[src/rtl/pifo_sram_req_arbiter.sv]
// Front-end controller for the PIFO SRAM: round-robin push arbitration across NREQ requesters,
// spaced pop sequencing with in-flight tracking, occupancy flags, start-up hold-off and drain.
module pifo_sram_req_arbiter #(
  parameter int NREQ     = 4,
  parameter int PTW      = 10,
  parameter int MTW      = 0,
  parameter int CAPACITY = 30,
  parameter int POP_LAT  = 1,
  parameter int POP_GAP  = 2,
  parameter int INIT_CYC = 8,
  localparam int EW      = PTW + MTW,
  localparam int CW      = $clog2(CAPACITY + 1)
) (
  input  logic               i_clk,
  input  logic               i_arst,
  input  logic [NREQ-1:0]    i_push_req,
  input  logic [NREQ*EW-1:0] i_push_data,
  output logic [NREQ-1:0]    o_push_gnt,
  input  logic               i_pop_req,
  output logic               o_pop_gnt,
  output logic               o_pop_valid,
  output logic [EW-1:0]      o_pop_data,
  input  logic               i_drain,
  output logic               o_drain_done,
  output logic               o_full,
  output logic               o_empty,
  output logic [CW-1:0]      o_count,
  output logic               o_pifo_push,
  output logic [EW-1:0]      o_pifo_push_data,
  output logic               o_pifo_pop,
  input  logic [EW-1:0]      i_pifo_pop_data
);

  localparam int          PW = $clog2(NREQ);
  localparam int          GW = $clog2(POP_GAP + 1);
  localparam int          IW = $clog2(INIT_CYC + 1);
  localparam int unsigned NR = NREQ;
  localparam int unsigned PL = POP_LAT;

  typedef enum logic [1:0] {
    ST_INIT,
    ST_RUN,
    ST_DRAIN
  } state_t;

  state_t            state_q, state_d;
  logic [IW-1:0]     init_cnt_q;
  logic [CW-1:0]     count_q;
  logic [PW-1:0]     rr_ptr_q;
  logic [GW-1:0]     gap_q;
  logic [POP_LAT:0]  tok_q, tok_d;
  logic              pifo_push_q;
  logic [EW-1:0]     pifo_push_data_q;
  logic              pifo_pop_q;
  logic              pop_valid_q;
  logic [EW-1:0]     pop_data_q;

  logic              full, empty, pop_ok, in_flight;
  logic              push_found;
  logic [PW-1:0]     push_idx;
  logic              push_take;
  logic              pop_gnt, drain_pop, drain_done, pop_issue;
  logic [NREQ-1:0]   push_gnt;

  assign full      = (count_q == CW'(CAPACITY));
  assign empty     = (count_q == '0);
  assign pop_ok    = !empty && (gap_q == '0);
  assign in_flight = |tok_q;

  // First requester at or after the round-robin pointer.
  always_comb begin
    push_found = 1'b0;
    push_idx   = '0;
    for (int unsigned i = 0; i < NR; i++) begin
      if (!push_found && i_push_req[PW'((32'(rr_ptr_q) + i) % NR)]) begin
        push_found = 1'b1;
        push_idx   = PW'((32'(rr_ptr_q) + i) % NR);
      end
    end
  end

  always_comb begin
    state_d    = state_q;
    pop_gnt    = 1'b0;
    push_take  = 1'b0;
    drain_pop  = 1'b0;
    drain_done = 1'b0;
    case (state_q)
      ST_INIT: begin
        if (init_cnt_q == IW'(INIT_CYC - 1)) state_d = ST_RUN;
      end
      ST_RUN: begin
        // A push is withheld in the i_drain cycle so pending requesters carry into DRAIN untouched.
        if (i_pop_req && pop_ok) pop_gnt = 1'b1;
        else if (!full && push_found && !i_drain) push_take = 1'b1;
        if (i_drain) state_d = ST_DRAIN;
      end
      ST_DRAIN: begin
        if (pop_ok) begin
          drain_pop = 1'b1;
        end else if (empty && !in_flight) begin
          drain_done = 1'b1;
          state_d    = ST_RUN;
        end
      end
      default: state_d = ST_INIT;
    endcase
  end

  assign pop_issue = pop_gnt | drain_pop;
  assign push_gnt  = push_take ? (NREQ'(1) << push_idx) : '0;

  always_comb begin
    tok_d    = '0;
    tok_d[0] = pop_issue;
    for (int unsigned i = 1; i <= PL; i++) tok_d[i] = tok_q[i-1];
  end

  always_ff @(posedge i_clk or posedge i_arst) begin
    if (i_arst) begin
      state_q          <= ST_INIT;
      init_cnt_q       <= '0;
      count_q          <= '0;
      rr_ptr_q         <= '0;
      gap_q            <= '0;
      tok_q            <= '0;
      pifo_push_q      <= 1'b0;
      pifo_push_data_q <= '0;
      pifo_pop_q       <= 1'b0;
      pop_valid_q      <= 1'b0;
      pop_data_q       <= '0;
    end else begin
      state_q <= state_d;
      if (state_q == ST_INIT) init_cnt_q <= init_cnt_q + 1'b1;

      if (push_take)      count_q <= count_q + 1'b1;
      else if (pop_issue) count_q <= count_q - 1'b1;

      if (push_take) rr_ptr_q <= (push_idx == PW'(NREQ - 1)) ? '0 : push_idx + 1'b1;

      if (pop_issue)         gap_q <= GW'(POP_GAP - 1);
      else if (gap_q != '0)  gap_q <= gap_q - 1'b1;

      tok_q       <= tok_d;
      pifo_push_q <= push_take;
      if (push_take) pifo_push_data_q <= i_push_data[int'(push_idx)*EW +: EW];
      pifo_pop_q  <= pop_issue;

      pop_valid_q <= tok_q[POP_LAT];
      if (tok_q[POP_LAT]) pop_data_q <= i_pifo_pop_data;
    end
  end

  assign o_push_gnt       = push_gnt;
  assign o_pop_gnt        = pop_gnt;
  assign o_pop_valid      = pop_valid_q;
  assign o_pop_data       = pop_data_q;
  assign o_drain_done     = drain_done;
  assign o_full           = full;
  assign o_empty          = empty;
  assign o_count          = count_q;
  assign o_pifo_push      = pifo_push_q;
  assign o_pifo_push_data = pifo_push_data_q;
  assign o_pifo_pop       = pifo_pop_q;

endmodule
[config.mk]
export PLATFORM = sky130hd
export DESIGN_NAME = pifo_sram_req_arbiter
export DESIGN_NICKNAME = d
export VERILOG_FILES = /design/src/rtl/pifo_sram_req_arbiter.sv
export SDC_FILE = /design/constraint.sdc
export NUM_CORES = 1
export LEC_CHECK = 0
export BUFFER_PORTS_ARGS = -buffer_cell sky130_fd_sc_hd__buf_2
export CORE_MARGIN = 2
export CORE_UTILIZATION = 50
export CTS_CLUSTER_SIZE = 25
export DETAILED_ROUTE_END_ITERATION = 8
export HOLD_SLACK_MARGIN = 0.03
export PLACE_DENSITY_LB_ADDON = 0.12
export SETUP_SLACK_MARGIN = 0.02
export SYNTH_ARGS = -nofsm -noshare
export SYNTH_HDL_FRONTEND = slang
export SYNTH_SLANG_ARGS = --single-unit
[constraint.sdc]
create_clock -name i_clk -period 7.3 [get_ports i_clk]
set_input_delay 0.73 -clock i_clk [delete_from_list [all_inputs] [get_ports i_clk]]
set_output_delay 0.73 -clock i_clk [all_outputs]
set_load 0.02 [all_outputs]
# After elaboration in Yosys (flattened, before gate mapping)
# Index checks and enable logic that the tools add are counted.
dict set report totals {
  regBits 40
  out_inout_bits 36
  word_cells 96
}
dict set report classes {
  addsub 8
  n_mul 1
  order_cmp 4
  n_eq_ne 9
  n_shift 2
  n_mux 37
  bitwise 1
  n_reduce_logical 23
}
# op count
set ops {}
lappend ops {{$shiftx 40x7->10} 1}
lappend ops {{$mux 2} 11}
lappend ops {{$mux 1} 18}
lappend ops {{$lt 2x3->1 const B} 4}
lappend ops {{$mux 5} 2}
lappend ops {{$bmux 1 s2} 4}
lappend ops {{$logic_and 1x1->1} 8}
lappend ops {{$ne 2x2->1 const B} 4}
lappend ops {{$logic_not 1->1} 7}
lappend ops {{$pmux 2 s3} 1}
lappend ops {{$reduce_bool 2->1} 3}
lappend ops {{$add 5x1->5 const B} 1}
lappend ops {{$eq 5x5->1 const B} 1}
lappend ops {{$logic_not 5->1} 1}
lappend ops {{$mul 2x3->5 const B} 1}
lappend ops {{$sub 5x1->5 const B} 1}
lappend ops {{$add 2x1->2 const B} 2}
lappend ops {{$add 2x2->2 const B} 2}
lappend ops {{$add 4x1->4 const B} 1}
lappend ops {{$eq 2x2->1 const B} 2}
lappend ops {{$eq 4x3->1 const B} 1}
lappend ops {{$logic_not 2->1} 2}
lappend ops {{$mux 4} 1}
lappend ops {{$reduce_and 4->1} 1}
lappend ops {{other kinds (5)} 5}

# Longest topological paths before layout
dict set report depth {
  word_depth 18
  depth_mapped 11
  mapped_depth_nobuf 11
}

# Least setup slack after synthesis
# Ideal clock, no wire load.
dict set report synth_timing {
  kind {input to output}
  start {input port i_push_req[0]}
  end {output port o_push_gnt[0]}
  t_arrival_ns 2.128
  t_required_ns 6.570
  setup_slack_ns 4.442
  cell_stages 7
  cell_sequence {nor2b_1 a211o_1 a21oi_2 buf_2 inv_1 ha_1 and2_1}
}
dict set report synth_via {
  elab_chain_len 18
}
# element line_no
set synth_lines {}
lappend synth_lines {{start, declared} 16} ;# input logic [NREQ-1:0] i_push_req,
lappend synth_lines {{$bmux 1 s2} 75} ;# if (!push_found && i_push_req[PW'((32'(rr_ptr_q) + i) % NR)]) begin
lappend synth_lines {{$mux 1 (not written as such)} 75}
lappend synth_lines {{$mux 1} 75}
lappend synth_lines {{$logic_not 1->1} 75}
lappend synth_lines {{$logic_and 1x1->1} 75}
lappend synth_lines {{$mux 1} 75}
lappend synth_lines {{$logic_not 1->1} 75}
lappend synth_lines {{$logic_and 1x1->1} 75}
lappend synth_lines {{$mux 1} 75}
lappend synth_lines {{$logic_not 1->1} 75}
lappend synth_lines {{$logic_and 1x1->1} 75}
lappend synth_lines {{$mux 1} 75}
lappend synth_lines {{$logic_and 1x1->1 (2 in series)} 95} ;# else if (!full && push_found && !i_drain) push_take = 1'b1;
lappend synth_lines {{$mux 1} 95}
lappend synth_lines {{$mux 1} 94} ;# if (i_pop_req && pop_ok) pop_gnt = 1'b1;
lappend synth_lines {{$mux 1} 88} ;# case (state_q)
lappend synth_lines {{$mux 4 *} 111} ;# assign push_gnt = push_take ? (NREQ'(1) << push_idx) : '0;
lappend synth_lines {{end, declared} 18} ;# output logic [NREQ-1:0] o_push_gnt,
# Every way passes the cells marked *; elsewhere a longest branch is shown, timed or not. The select of a mux whose other input is x is not followed.

# Worst setup path in the final report
dict set report layout_timing {
  start {input port i_push_req[0]}
  end {output port o_push_gnt[2]}
}
# Same word-level chain as after synthesis.

==> metrics.txt <==
# TYPE chip_impl_metric gauge
chip_impl_metric{name="hpwl",unit="mm"} 3.56
chip_impl_metric{name="synth-async-reset-ratio",unit="%"} 100
chip_impl_metric{name="postSynthRegisterBits",unit=""} 39
chip_impl_metric{name="cpPeakStageDelay",unit="ns"} 0.34
chip_impl_info{name="clock_tree.root_cell",value="sky130_fd_sc_hd__clkbuf_8"} 1
chip_impl_info{name="netlist_top_cells_area",value="sky130_fd_sc_hd__dfrtp_1 (46%), sky130_fd_sc_hd__mux2i_1 (10%), sky130_fd_sc_hd__ha_1 (5.9%), sky130_fd_sc_hd__mux2_2 (5.9%), sky130_fd_sc_hd__o221ai_1 (4.6%)"} 1
chip_impl_metric{name="leakage",unit="nW"} 1.43
chip_impl_metric{name="std_cell_rows",unit=""} 23
chip_impl_metric{name="timing_worst_slew_pin_value",unit="ns"} 0.509
chip_impl_metric{name="mappedNetlistArea",unit="µm²"} 2100
chip_impl_metric{name="layout_worst_path_cycle_share",unit="%"} 41.9
chip_impl_metric{name="ys.warnings.count",unit=""} 0
chip_impl_info{name="path_cells",value="buf_2 > nor2b_1 > a211o_1 > a21oi_2 > buf_4 > inv_1 > ha_1 > and2_1 > buf_2"} 1
chip_impl_metric{name="syn_area_per_cell",unit="µm²"} 11.4
chip_impl_metric{name="antenna_cells",unit=""} 0
chip_impl_info{name="min-delay-path-class",value="reg -> reg"} 1
chip_impl_metric{name="post_route_cells_drive_above_1_share",unit="%"} 44.2
chip_impl_info{name="crit_path_frequent_cell",value="sky130_fd_sc_hd__buf_2"} 1
chip_impl_info{name="global_route.peak_usage_layer",value="met2"} 1
chip_impl_metric{name="grt_antenna_before_repair",unit=""} 0
chip_impl_metric{name="fin_crit",unit="ns"} 3.06
chip_impl_info{name="netlist_top_cells_count",value="sky130_fd_sc_hd__dfrtp_1 (39), sky130_fd_sc_hd__mux2i_1 (22), sky130_fd_sc_hd__nand2_1 (16)"} 1
chip_impl_metric{name="port_buffers",unit=""} 93
chip_impl_metric{name="grt_start_max_net_pins",unit=""} 40
chip_impl_metric{name="drt-wirelength-per-cell",unit="µm"} 13.7
chip_impl_metric{name="via_count",unit=""} 1758
chip_impl_metric{name="distinct_cells_synth",unit=""} 40
chip_impl_metric{name="timing_max_transition_violations_final",unit=""} 0
chip_impl_info{name="post-synth-top-count-cell",value="sky130_fd_sc_hd__dfrtp_1"} 1
chip_impl_metric{name="die-area",unit="µm²"} 4740
chip_impl_metric{name="use_met1",unit="%"} 24.8
chip_impl_metric{name="finalSetupViolations",unit=""} 0
chip_impl_info{name="hold_path_startpoint",value="tok_q[0]"} 1
chip_impl_info{name="category_of_the_worst_setup_path_launch_point",value="input pin"} 1
chip_impl_metric{name="die_width",unit="µm"} 68.9
chip_impl_metric{name="synth_top_area_share",unit="%"} 46.4
chip_impl_metric{name="postCtsSetupRepairBufs",unit=""} 0
chip_impl_metric{name="grt_usage",unit="%"} 19.8
chip_impl_metric{name="grt.met3_usage",unit="%"} 4.87
chip_impl_metric{name="cap_violations",unit=""} 0
chip_impl_info{name="tritoncts",value="yes"} 1
chip_impl_metric{name="place_congestion",unit=""} 0.744
chip_impl_metric{name="synth.net_count",unit=""} 253
chip_impl_metric{name="total_design_power",unit="mW"} 1.14
chip_impl_metric{name="first_drt_iteration_drcs",unit=""} 76
chip_impl_metric{name="met2_usage",unit="%"} 33.1
chip_impl_metric{name="drt-pass1-iter-count",unit=""} 4
chip_impl_metric{name="h_tree_lvl_count",unit=""} 2
chip_impl_metric{name="synthesis.instances",unit=""} 184
chip_impl_metric{name="finish.net_count",unit=""} 351
chip_impl_info{name="outcome",value="completed"} 1
chip_impl_info{name="worst_r2r_startpoint",value="o_count[0]"} 1
chip_impl_metric{name="layout-area-overhead-vs-synth",unit="%"} 30.3
chip_impl_metric{name="clock_pin_slew_worst_setup_and_hold_paths",unit="ns"} 0.08
chip_impl_metric{name="timing.slew.headroom",unit="%"} 66.0
chip_impl_metric{name="clock_tree.buffer_depth",unit=""} 2
chip_impl_metric{name="setup_total_negative_slack",unit="ns"} 0
chip_impl_metric{name="clock_latency",unit="ns"} 0.29
chip_impl_metric{name="worst_ir_drop_vdd",unit="mV"} 0.251
chip_impl_metric{name="start_util",unit="%"} 52.2
chip_impl_metric{name="die_height",unit="µm"} 68.9
chip_impl_info{name="postSynth.topFlopCell",value="sky130_fd_sc_hd__dfrtp_1"} 1
chip_impl_metric{name="post_drt_via_cell_ratio",unit=""} 5.28
chip_impl_metric{name="final.setup_skew",unit="ns"} 0.00611
chip_impl_info{name="setup.worst_path.end_class",value="output port"} 1
chip_impl_metric{name="placeableCoreArea",unit="µm²"} 4030
chip_impl_info{name="yosysTopAreaCell",value="sky130_fd_sc_hd__dfrtp_1"} 1
chip_impl_metric{name="grt_pass1_wl",unit="mm"} 6.96
chip_impl_metric{name="tritoncts_num_sinks",unit=""} 39
chip_impl_metric{name="cts_inserted_buffers",unit=""} 5
chip_impl_metric{name="design.portCount",unit=""} 94
chip_impl_metric{name="core_utilization_of_the_finished_layout",unit="%"} 68.0
chip_impl_info{name="path_class",value="in -> out"} 1
chip_impl_metric{name="p_per_area",unit="nW/µm²"} 416
chip_impl_metric{name="globalRoute.totalOverflow",unit=""} 0
chip_impl_metric{name="via_count_of_the_first_global_routing_pass",unit=""} 1579
chip_impl_metric{name="synth-edff-count",unit=""} 0
chip_impl_metric{name="critPathRequiredTime",unit="ns"} 6.57
chip_impl_info{name="timing_startpoint_of_the_critical_path",value="i_push_req[0]"} 1
chip_impl_metric{name="finalHoldViolations",unit=""} 0
chip_impl_metric{name="yosysSeqAreaShare",unit="%"} 46.4
chip_impl_metric{name="route.final.wire_length",unit="mm"} 4.56
chip_impl_metric{name="crit_path_max_fanout",unit=""} 24
chip_impl_metric{name="arrival",unit="ns"} 2.33
chip_impl_metric{name="post-route-drc-count",unit=""} 0
chip_impl_metric{name="cts_hold_buf",unit=""} 0
chip_impl_info{name="unrepaired_setup_endpoints_after_global_routing",value="false"} 1
chip_impl_info{name="slowest_stage",value="sky130_fd_sc_hd__buf_4"} 1
chip_impl_metric{name="postCtsResizedCells",unit=""} 0
chip_impl_metric{name="max_freq",unit="MHz"} 327
chip_impl_metric{name="route.antenna.remaining_nets",unit=""} 0
-- logic make-up after synthesis --
logic type | after synthesis | synth area share (%)
mux | 35 | 17.8
compound gates | 28 | 10.2
buf+inv | 17 | 3.45
flops | 39 | 46.4
simple gates | 46 | 12.0
xor+xnor | 8 | 3.33
fa+ha+maj | 11 | 6.90
-- area by class of cell --
class / count / area [µm²]
repair buffers: 95 / 480
fillers: 338 / 1290
inverters: 13 / 53.8
flip-flops and latches: 39 / 976
multi-input cells: 128 / 1060
clock buffers: 5 / 68.8
well taps: 50 / 62.6
clock inverters: 3 / 43.8
-- registers in the layout, summed over array words and instances (netlist names) --
name / flops
o_pifo_push_data: 10
o_pop_data: 10
o_count: 5
init_cnt_q: 4
gap_q: 2
rr_ptr_q: 2
state_q: 2
tok_q: 2
o_pifo_push: 1
o_pop_valid: 1
-- routing by layer --
layer,vias up,wire (µm)
met2,48,2300
li1,852,-
met3,6,223
met4,0,61
met5,-,0
met1,852,1970
-- worst max-delay path: cells and delay by family --
family / cells / cell delay (ns)
AND/OR/NAND/NOR: 2 / 0.26
adder cells (fa/ha/maj): 1 / 0.20
AO/OA/AOI/OAI: 2 / 0.41
buffers and inverters: 4 / 0.72
-- power breakdown --
part | total [mW] | switching [mW] | internal (mW)
logic | 0.559 | 0.306 | 0.252
registers | 0.405 | 0.0847 | 0.321
clock network | 0.178 | 0.0761 | 0.102
total | 1.14 | 0.467 | 0.675
-- path summary, 6_finish.rpt --
kind	to	cells past startpoint	slack, ns
max	o_push_gnt[2]	9	4.24
min	tok_q[1]	0	0.40
max reg2reg	o_count[4]	10	4.51
min reg2reg	tok_q[1]	0	0.40
max in group asynchronous	o_count[3]	3	6.42
min in group asynchronous	o_pop_data[2]	3	0.54
-- through the flow --
step	hold slack (ns)	instances	setup WS (ns)	cell area (µm²)
6_report	0.403	333	4.24	2740
2_1_floorplan	0.372	184	4.44	2100
4_1_cts	0.410	333	4.22	2740
3_3_place_gp	0.381	325	4.27	2630
5_1_grt	0.431	333	4.10	2740
3_5_place_dp	0.392	325	4.22	2630
-- layout by cell type, fill, tap and decap left out, types with 2 or more instances in the layout --
cell type and count:
sky130_fd_sc_hd__and2_1 4, sky130_fd_sc_hd__buf_4 2, sky130_fd_sc_hd__mux2i_1 22, sky130_fd_sc_hd__inv_1 12
sky130_fd_sc_hd__ha_1 10, sky130_fd_sc_hd__clkinv_4 2, sky130_fd_sc_hd__xnor2_1 5, sky130_fd_sc_hd__nand2_1 16
sky130_fd_sc_hd__nand2b_1 3, sky130_fd_sc_hd__mux2_2 11, sky130_fd_sc_hd__nand4_1 2, sky130_fd_sc_hd__nor2_1 8
sky130_fd_sc_hd__o221ai_1 11, sky130_fd_sc_hd__xor2_1 3, sky130_fd_sc_hd__o21ai_0 3, sky130_fd_sc_hd__clkbuf_8 5
sky130_fd_sc_hd__nor2b_1 2, sky130_fd_sc_hd__dfrtp_1 39, sky130_fd_sc_hd__buf_2 93, sky130_fd_sc_hd__mux2_4 2
sky130_fd_sc_hd__a21oi_1 5, sky130_fd_sc_hd__nand2_2 2
(Power assumes the default switching activity.)
